$ cat config.mk
export PLATFORM = sky130hd
export DESIGN_NAME = reorder_buffer
export DESIGN_NICKNAME = d
export VERILOG_FILES = /design/src/rtl/reorder_buffer.sv
export SDC_FILE = /design/constraint.sdc
export NUM_CORES = 1
export LEC_CHECK = 0
export ABC_AREA = 0
export BUFFER_PORTS_ARGS = -buffer_cell sky130_fd_sc_hd__buf_2
export CORE_MARGIN = 8
export CORE_UTILIZATION = 25
export CTS_CLUSTER_DIAMETER = 100
export DETAILED_ROUTE_END_ITERATION = 16
export SYNTH_ARGS = -nofsm -noshare
export SYNTH_HDL_FRONTEND = slang
export SYNTH_SLANG_ARGS = --single-unit
$ cat constraint.sdc
create_clock -name clk -period 5.15 [get_ports clk]
set_clock_uncertainty 0.15 [all_clocks]
set_input_delay 0.515 -clock clk [delete_from_list [all_inputs] [get_ports clk]]
set_output_delay 0.515 -clock clk [all_outputs]
set_load 0.005 [all_outputs]
$ cat src/rtl/reorder_buffer.sv
// -----------------------------------------------------------------------------
// reorder_buffer
//
// Circular reorder buffer for the out-of-order RISC-V core. One entry is
// allocated per decoded instruction at the tail, results are captured from the
// CDB, and entries retire strictly in program order from the head at up to one
// per cycle. A conditional branch whose resolved direction differs from the
// prediction raises a one-cycle global flush at commit time and empties the
// buffer.
//
// Ports
//   clk, rst            clock; synchronous active-high reset
//   rdy                 global enable, all state and outputs hold while low
//   stall               blocks allocation
//   dec_*               decoder instruction (ready, kind, rd, prediction, alt pc)
//   cdb_*               common data bus result broadcast
//   qry1_*, qry2_*      combinational operand lookup by ROB id (CDB bypassed)
//   rob_full            all entries occupied
//   rob_head_id         oldest uncommitted slot
//   rob_tail_id         slot the current decoder instruction receives
//   rob_rf_*            registered register-file commit port
//   rob_store_*         registered store-commit handshake to the LSB
//   flush, flush_pc     registered misprediction recovery
// -----------------------------------------------------------------------------
module reorder_buffer #(
  parameter int XLEN           = 32,
  parameter int ROB_SIZE_WIDTH = 3,
  parameter int REG_CNT_WIDTH  = 5
) (
  input  logic                      clk,
  input  logic                      rst,
  input  logic                      rdy,
  input  logic                      stall,

  input  logic                      dec_ready,
  input  logic [1:0]                dec_kind,
  input  logic [REG_CNT_WIDTH-1:0]  dec_rd,
  input  logic                      dec_pred_taken,
  input  logic [XLEN-1:0]           dec_alt_pc,

  input  logic                      cdb_valid,
  input  logic [ROB_SIZE_WIDTH-1:0] cdb_id,
  input  logic [XLEN-1:0]           cdb_val,
  input  logic                      cdb_taken,

  input  logic [ROB_SIZE_WIDTH-1:0] qry1_id,
  input  logic [ROB_SIZE_WIDTH-1:0] qry2_id,
  output logic                      qry1_ready,
  output logic [XLEN-1:0]           qry1_val,
  output logic                      qry2_ready,
  output logic [XLEN-1:0]           qry2_val,

  output logic                      rob_full,
  output logic [ROB_SIZE_WIDTH-1:0] rob_head_id,
  output logic [ROB_SIZE_WIDTH-1:0] rob_tail_id,

  output logic                      rob_rf_enable,
  output logic [REG_CNT_WIDTH-1:0]  rob_rf_rd,
  output logic [XLEN-1:0]           rob_rf_val,

  output logic                      rob_store_commit,
  output logic [ROB_SIZE_WIDTH-1:0] rob_store_id,

  output logic                      flush,
  output logic [XLEN-1:0]           flush_pc
);

  localparam int SIZE = 1 << ROB_SIZE_WIDTH;

  localparam logic [ROB_SIZE_WIDTH-1:0] PTR_ONE    = ROB_SIZE_WIDTH'(1);
  localparam logic [ROB_SIZE_WIDTH:0]   CNT_ONE    = (ROB_SIZE_WIDTH+1)'(1);
  localparam logic [ROB_SIZE_WIDTH:0]   FULL_COUNT = {1'b1, {ROB_SIZE_WIDTH{1'b0}}};

  typedef enum logic [1:0] {
    KIND_REG    = 2'd0,
    KIND_STORE  = 2'd1,
    KIND_BRANCH = 2'd2,
    KIND_RSVD   = 2'd3
  } kind_t;

  // Entry storage
  logic                     busy       [SIZE];
  logic                     done       [SIZE];
  kind_t                    kind       [SIZE];
  logic [REG_CNT_WIDTH-1:0] rd         [SIZE];
  logic [XLEN-1:0]          val        [SIZE];
  logic                     pred_taken [SIZE];
  logic [XLEN-1:0]          alt_pc     [SIZE];
  logic                     taken      [SIZE];

  logic [ROB_SIZE_WIDTH-1:0] head;
  logic [ROB_SIZE_WIDTH-1:0] tail;
  logic [ROB_SIZE_WIDTH:0]   count;
  logic [ROB_SIZE_WIDTH:0]   count_next;

  logic  allocate;
  logic  writeback;
  logic  commit;
  logic  mispredict;
  kind_t head_kind;

  logic qry1_hit;
  logic qry2_hit;

  assign rob_full    = (count == FULL_COUNT);
  assign rob_head_id = head;
  assign rob_tail_id = tail;

  // While flush is high the decoder and CDB carry wrong-path traffic, so all
  // three actions are suppressed for that cycle. Commit looks only at the
  // registered done bit, so a CDB result for the head commits one edge later.
  always_comb begin
    head_kind  = kind[head];
    allocate   = dec_ready && !stall && !rob_full && !flush;
    writeback  = cdb_valid && busy[cdb_id] && !flush;
    commit     = busy[head] && done[head] && !flush;
    mispredict = commit && (head_kind == KIND_BRANCH) &&
                 (taken[head] != pred_taken[head]);
  end

  // Occupancy: simultaneous allocate and commit leave the count unchanged.
  always_comb begin
    count_next = count;
    if (allocate && !commit) begin
      count_next = count + CNT_ONE;
    end else if (commit && !allocate) begin
      count_next = count - CNT_ONE;
    end
  end

  // Head, tail and count; a mispredict empties the buffer on the commit edge.
  always_ff @(posedge clk) begin
    if (rst) begin
      head  <= '0;
      tail  <= '0;
      count <= '0;
    end else if (rdy) begin
      if (mispredict) begin
        head  <= '0;
        tail  <= '0;
        count <= '0;
      end else begin
        if (allocate) begin
          tail <= tail + PTR_ONE;
        end
        if (commit) begin
          head <= head + PTR_ONE;
        end
        count <= count_next;
      end
    end
  end

  // Entry status bits. Done is cleared alongside busy on reset and flush so a
  // stale slot never reports a ready operand.
  always_ff @(posedge clk) begin
    if (rst) begin
      for (int i = 0; i < SIZE; i++) begin
        busy[i] <= 1'b0;
        done[i] <= 1'b0;
      end
    end else if (rdy) begin
      if (mispredict) begin
        for (int i = 0; i < SIZE; i++) begin
          busy[i] <= 1'b0;
          done[i] <= 1'b0;
        end
      end else begin
        if (writeback) begin
          done[cdb_id] <= 1'b1;
        end
        if (allocate) begin
          busy[tail] <= 1'b1;
          done[tail] <= 1'b0;
        end
        if (commit) begin
          busy[head] <= 1'b0;
        end
      end
    end
  end

  // Entry payload; only meaningful while busy, so it carries no reset.
  always_ff @(posedge clk) begin
    if (rdy) begin
      if (allocate) begin
        kind[tail]       <= kind_t'(dec_kind);
        rd[tail]         <= dec_rd;
        pred_taken[tail] <= dec_pred_taken;
        alt_pc[tail]     <= dec_alt_pc;
      end
      if (writeback) begin
        val[cdb_id]   <= cdb_val;
        taken[cdb_id] <= cdb_taken;
      end
    end
  end

  // Registered commit outputs. Pulses are rewritten on every enabled edge, so
  // under rdy=0 they hold and are seen exactly once by the consumer.
  always_ff @(posedge clk) begin
    if (rst) begin
      rob_rf_enable    <= 1'b0;
      rob_rf_rd        <= '0;
      rob_rf_val       <= '0;
      rob_store_commit <= 1'b0;
      rob_store_id     <= '0;
      flush            <= 1'b0;
      flush_pc         <= '0;
    end else if (rdy) begin
      rob_rf_enable    <= commit && (head_kind == KIND_REG);
      rob_store_commit <= commit && (head_kind == KIND_STORE);
      flush            <= mispredict;
      if (commit && (head_kind == KIND_REG)) begin
        rob_rf_rd  <= rd[head];
        rob_rf_val <= val[head];
      end
      if (commit && (head_kind == KIND_STORE)) begin
        rob_store_id <= head;
      end
      if (mispredict) begin
        flush_pc <= alt_pc[head];
      end
    end
  end

  // Operand lookup with same-cycle CDB bypass.
  always_comb begin
    qry1_hit   = cdb_valid && (cdb_id == qry1_id);
    qry2_hit   = cdb_valid && (cdb_id == qry2_id);
    qry1_ready = done[qry1_id] || qry1_hit;
    qry2_ready = done[qry2_id] || qry2_hit;
    qry1_val   = qry1_hit ? cdb_val : val[qry1_id];
    qry2_val   = qry2_hit ? cdb_val : val[qry2_id];
  end

endmodule

==> flow_summary.ini <==
[status]
outcome = finished, final reports clean

[finish]
register_area_sq_um = 19600
final_util_pct = 30.4
multiInputGateArea_sq_um = 9510
drive_gt1_share_pct = 29.9
final_cells = 3676
fill_cells = 11600
area_growth_pct = 20.5
nNetsFinal = 2163
finalInstanceArea_sq_um = 35800

[grt]
grt_pass1_vias = 18900
antenna_found_initial = 20
grt_pass1_wl_microns = 135000
grt_start_max_net_pins = 71
grt_overflow = 0
gr-usage-all-layers_pct = 13.9

[synth]
yosys.area.top_type_share_pct = 59.0
netlist_top_cells_count = edfxtp_1, nor2_1, a22o_1, a221oi_1, mux4_2
ys_seq_area_share_pct = 66.0
ys_ff_latch = 688
netlist_instances = 1809
synth.avg_cell_area_sq_um = 16.4
syn_area_sq_um = 29700
yosysTopAreaCell = edfxtp_1
ys_types = 57
synthTopCellsByArea = edfxtp_1, mux4_2, dfxtp_1
synth.most_common_cell = edfxtp_1
syn-num-nets = 1902
synth_ff_type = edfxtp_1
yosys_warnings = 0
ys_async_sr_fraction_pct = 0
synth_edf_count = 584

[power]
ir_drop_v = 0.000241
p_clk_share_pct = 44.9
switching_share_pct = 22.3
internal_power_mw = 9.40
pwr-share-comb_pct = 5.0
power.density_nw_per_um2 = 338
power_frac_seq_pct = 50.1
netSwitchingPower_mw = 2.69
leakagePower_nw = 11.9

[floorplan]
die_area_sq_um = 130000
row_count = 126
die_y_microns = 361
core_area_sq_um = 118000
io_pins = 236
dieWidth_microns = 361
start_util_pct = 25.2

[cts]
numCtsBuffers = 78
clk_latency_ps = 640
ctsResizeCount = 0
htree_levels = 3
clock-sinks = 688
cts_tree = done
root_buffer = clkbuf_16
clkSlewWorstSetupHoldPaths_ps = 60
cts_max_path_buffers = 3

[worst_setup_path]
crit_type = reg2reg
crit_arrival_ps = 3980
endpoint_kind = flip-flop
reg2reg_depth = 5
crit_required_ps = 5480
cp_max_fo = 67
critPathLaunchType = flip-flop

[sta]
setup_tns_ps = 0
slew_headroom_pct = 15.9
final_hold_viol_count = 0
drv_slew = 0
setup_viol = 0
fmaxAchievable_mhz = 273
min_period_over_period_pct = 71.0
tightest_slew_ps = 1260
final.min_clock_period_ps = 3660
rsz0062_at_grt = false

[detailed_routing]
wl_met1_microns = 38300
drt_iter0_drc = 1686
route.met2.wl_microns = 43400
wl_microns = 93800
wl_per_cell_microns = 25.5
vias = 18600
top_layer = met5
dr.pass1.iters = 8
drcViolationCount = 0
antenna_left = 0
viasPerCell = 5.05
wl_met3_microns = 9700

[place]
placed_cell_area_sq_um = 32800
dp_hpwl_microns = 55900
place_inst = 3481
portBuffers = 235
routabilityCongestion = 0.748

[min_path]
hold_depth = 1
hold_class = in2reg

[job]
max_cap_violations = 0
## cell families (layout without fill, tap and decap cells)
group | after synthesis | count (layout) | share of synthesized area [%]
buffers and inverters | 160 | 486 | 2.49
adders and majority gates | 5 | 5 | 0.236
AOI/OAI and AO/OA | 415 | 415 | 11.7
and+or+nand+nor | 310 | 310 | 5.57
DFF | 688 | 688 | 66.0
xor gates and xnor gates | 12 | 12 | 0.417
other | 0 | 5 | 0
muxes | 219 | 219 | 13.5
## sequential cells by signal (all words and copies together), names as in the netlist, named ones only
signal / flops
alt_pc: 256
val: 256
rd: 40
flush_pc: 32
rob_rf_val: 32
kind: 16
busy: 8
done: 8
pred_taken: 8
taken: 8
rob_rf_rd: 5
count: 4
rob_head_id: 3
rob_store_id: 3
rob_tail_id: 3
flush: 1
rob_rf_enable: 1
rob_store_commit: 1
## stage by stage
| stage | total power [mW] | hold slack [ps] | setup slack (ps) |
|---|---|---|---|
| after global routing | 12.5 | 25.4 | 1250 |
| after global placement | 6.75 | 292 | 1520 |
| final | 12.1 | 45.8 | 1490 |
| after CTS | 12.2 | 1.48 | 1500 |
| after floorplan | 6.48 | 303 | 333 |
| after detailed placement | 6.75 | 300 | 1460 |
## critical path, stage by stage (launching register included)
cell and delay (ps):
dfxtp_1 720, mux4_2 620, o22ai_2 600, and3_4 880, and3_1 320, nor3_2 50
## power by group through the flow
stage	clock network (mW)	logic [mW]	registers, mW
after global routing	5.76	0.656	6.06
after CTS	5.55	0.613	6.06
after global placement	0	0.574	6.18
after floorplan	0	0.306	6.18
after detailed placement	0	0.578	6.18
final	5.42	0.604	6.06
## path summary, 6_finish.rpt
kind | start | to | slack, ps
max | flip-flop | flush_pc[13] | 1490
min | cdb_val[2] | val[1][2] | 50
max reg2reg | flip-flop | flush_pc[13] | 1490
min reg2reg | rob_store_commit | rob_store_commit | 300
## placed cells by master, fill, tap and decap left out, types with 8 or more instances in the layout
| cell type | Yosys | routed |
|---|---|---|
| a21oi_1 | 71 | 71 |
| a221oi_1 | 139 | 139 |
| a22o_1 | 140 | 140 |
| a22oi_1 | 9 | 9 |
| a311oi_1 | 20 | 20 |
| a311oi_2 | 17 | 17 |
| and3_1 | 36 | 35 |
| buf_12 | 4 | 13 |
| buf_2 | 21 | 230 |
| buf_4 | 3 | 43 |
| clkbuf_1 | 107 | 26 |
| clkbuf_16 | 0 | 78 |
| clkinv_1 | 0 | 8 |
| clkinv_2 | 0 | 8 |
| dfxtp_1 | 104 | 104 |
| dlygate4sd3_1 | 0 | 45 |
| edfxtp_1 | 584 | 584 |
| inv_1 | 10 | 10 |
| mux2i_1 | 72 | 72 |
| mux4_2 | 137 | 137 |
| nand2_1 | 21 | 21 |
| nand2b_1 | 8 | 8 |
| nand3_1 | 12 | 12 |
| nor2_1 | 144 | 130 |
| nor2_2 | 22 | 22 |
| nor2_4 | 0 | 14 |
| nor3_2 | 27 | 32 |
| o211a_1 | 8 | 8 |
| xnor2_1 | 8 | 8 |
## layer usage
metal  track usage [%]  vias up
met5                 0        -
met4              3.83       14
met3              4.90      167
met2              22.2      841
met1              17.8     9473
li1                  -     8070
## final cells by class
class                      instances  area share (%)
timing repair buffer             331            6.10
inverter                          10           0.105
clock inverter                    35            1.08
sequential                       688            54.8
tap                             1536            5.37
multi-input combinational        961            26.6
antenna                            5          0.0349
clock buffer                     110            5.95
## timing repair
action | CTS | global route
hold endpoints to repair | 331 | 0
hold buffers | 45 | 0
buffers inserted | 0 | 0
Note: power is estimated with default switching activity, not from simulation.
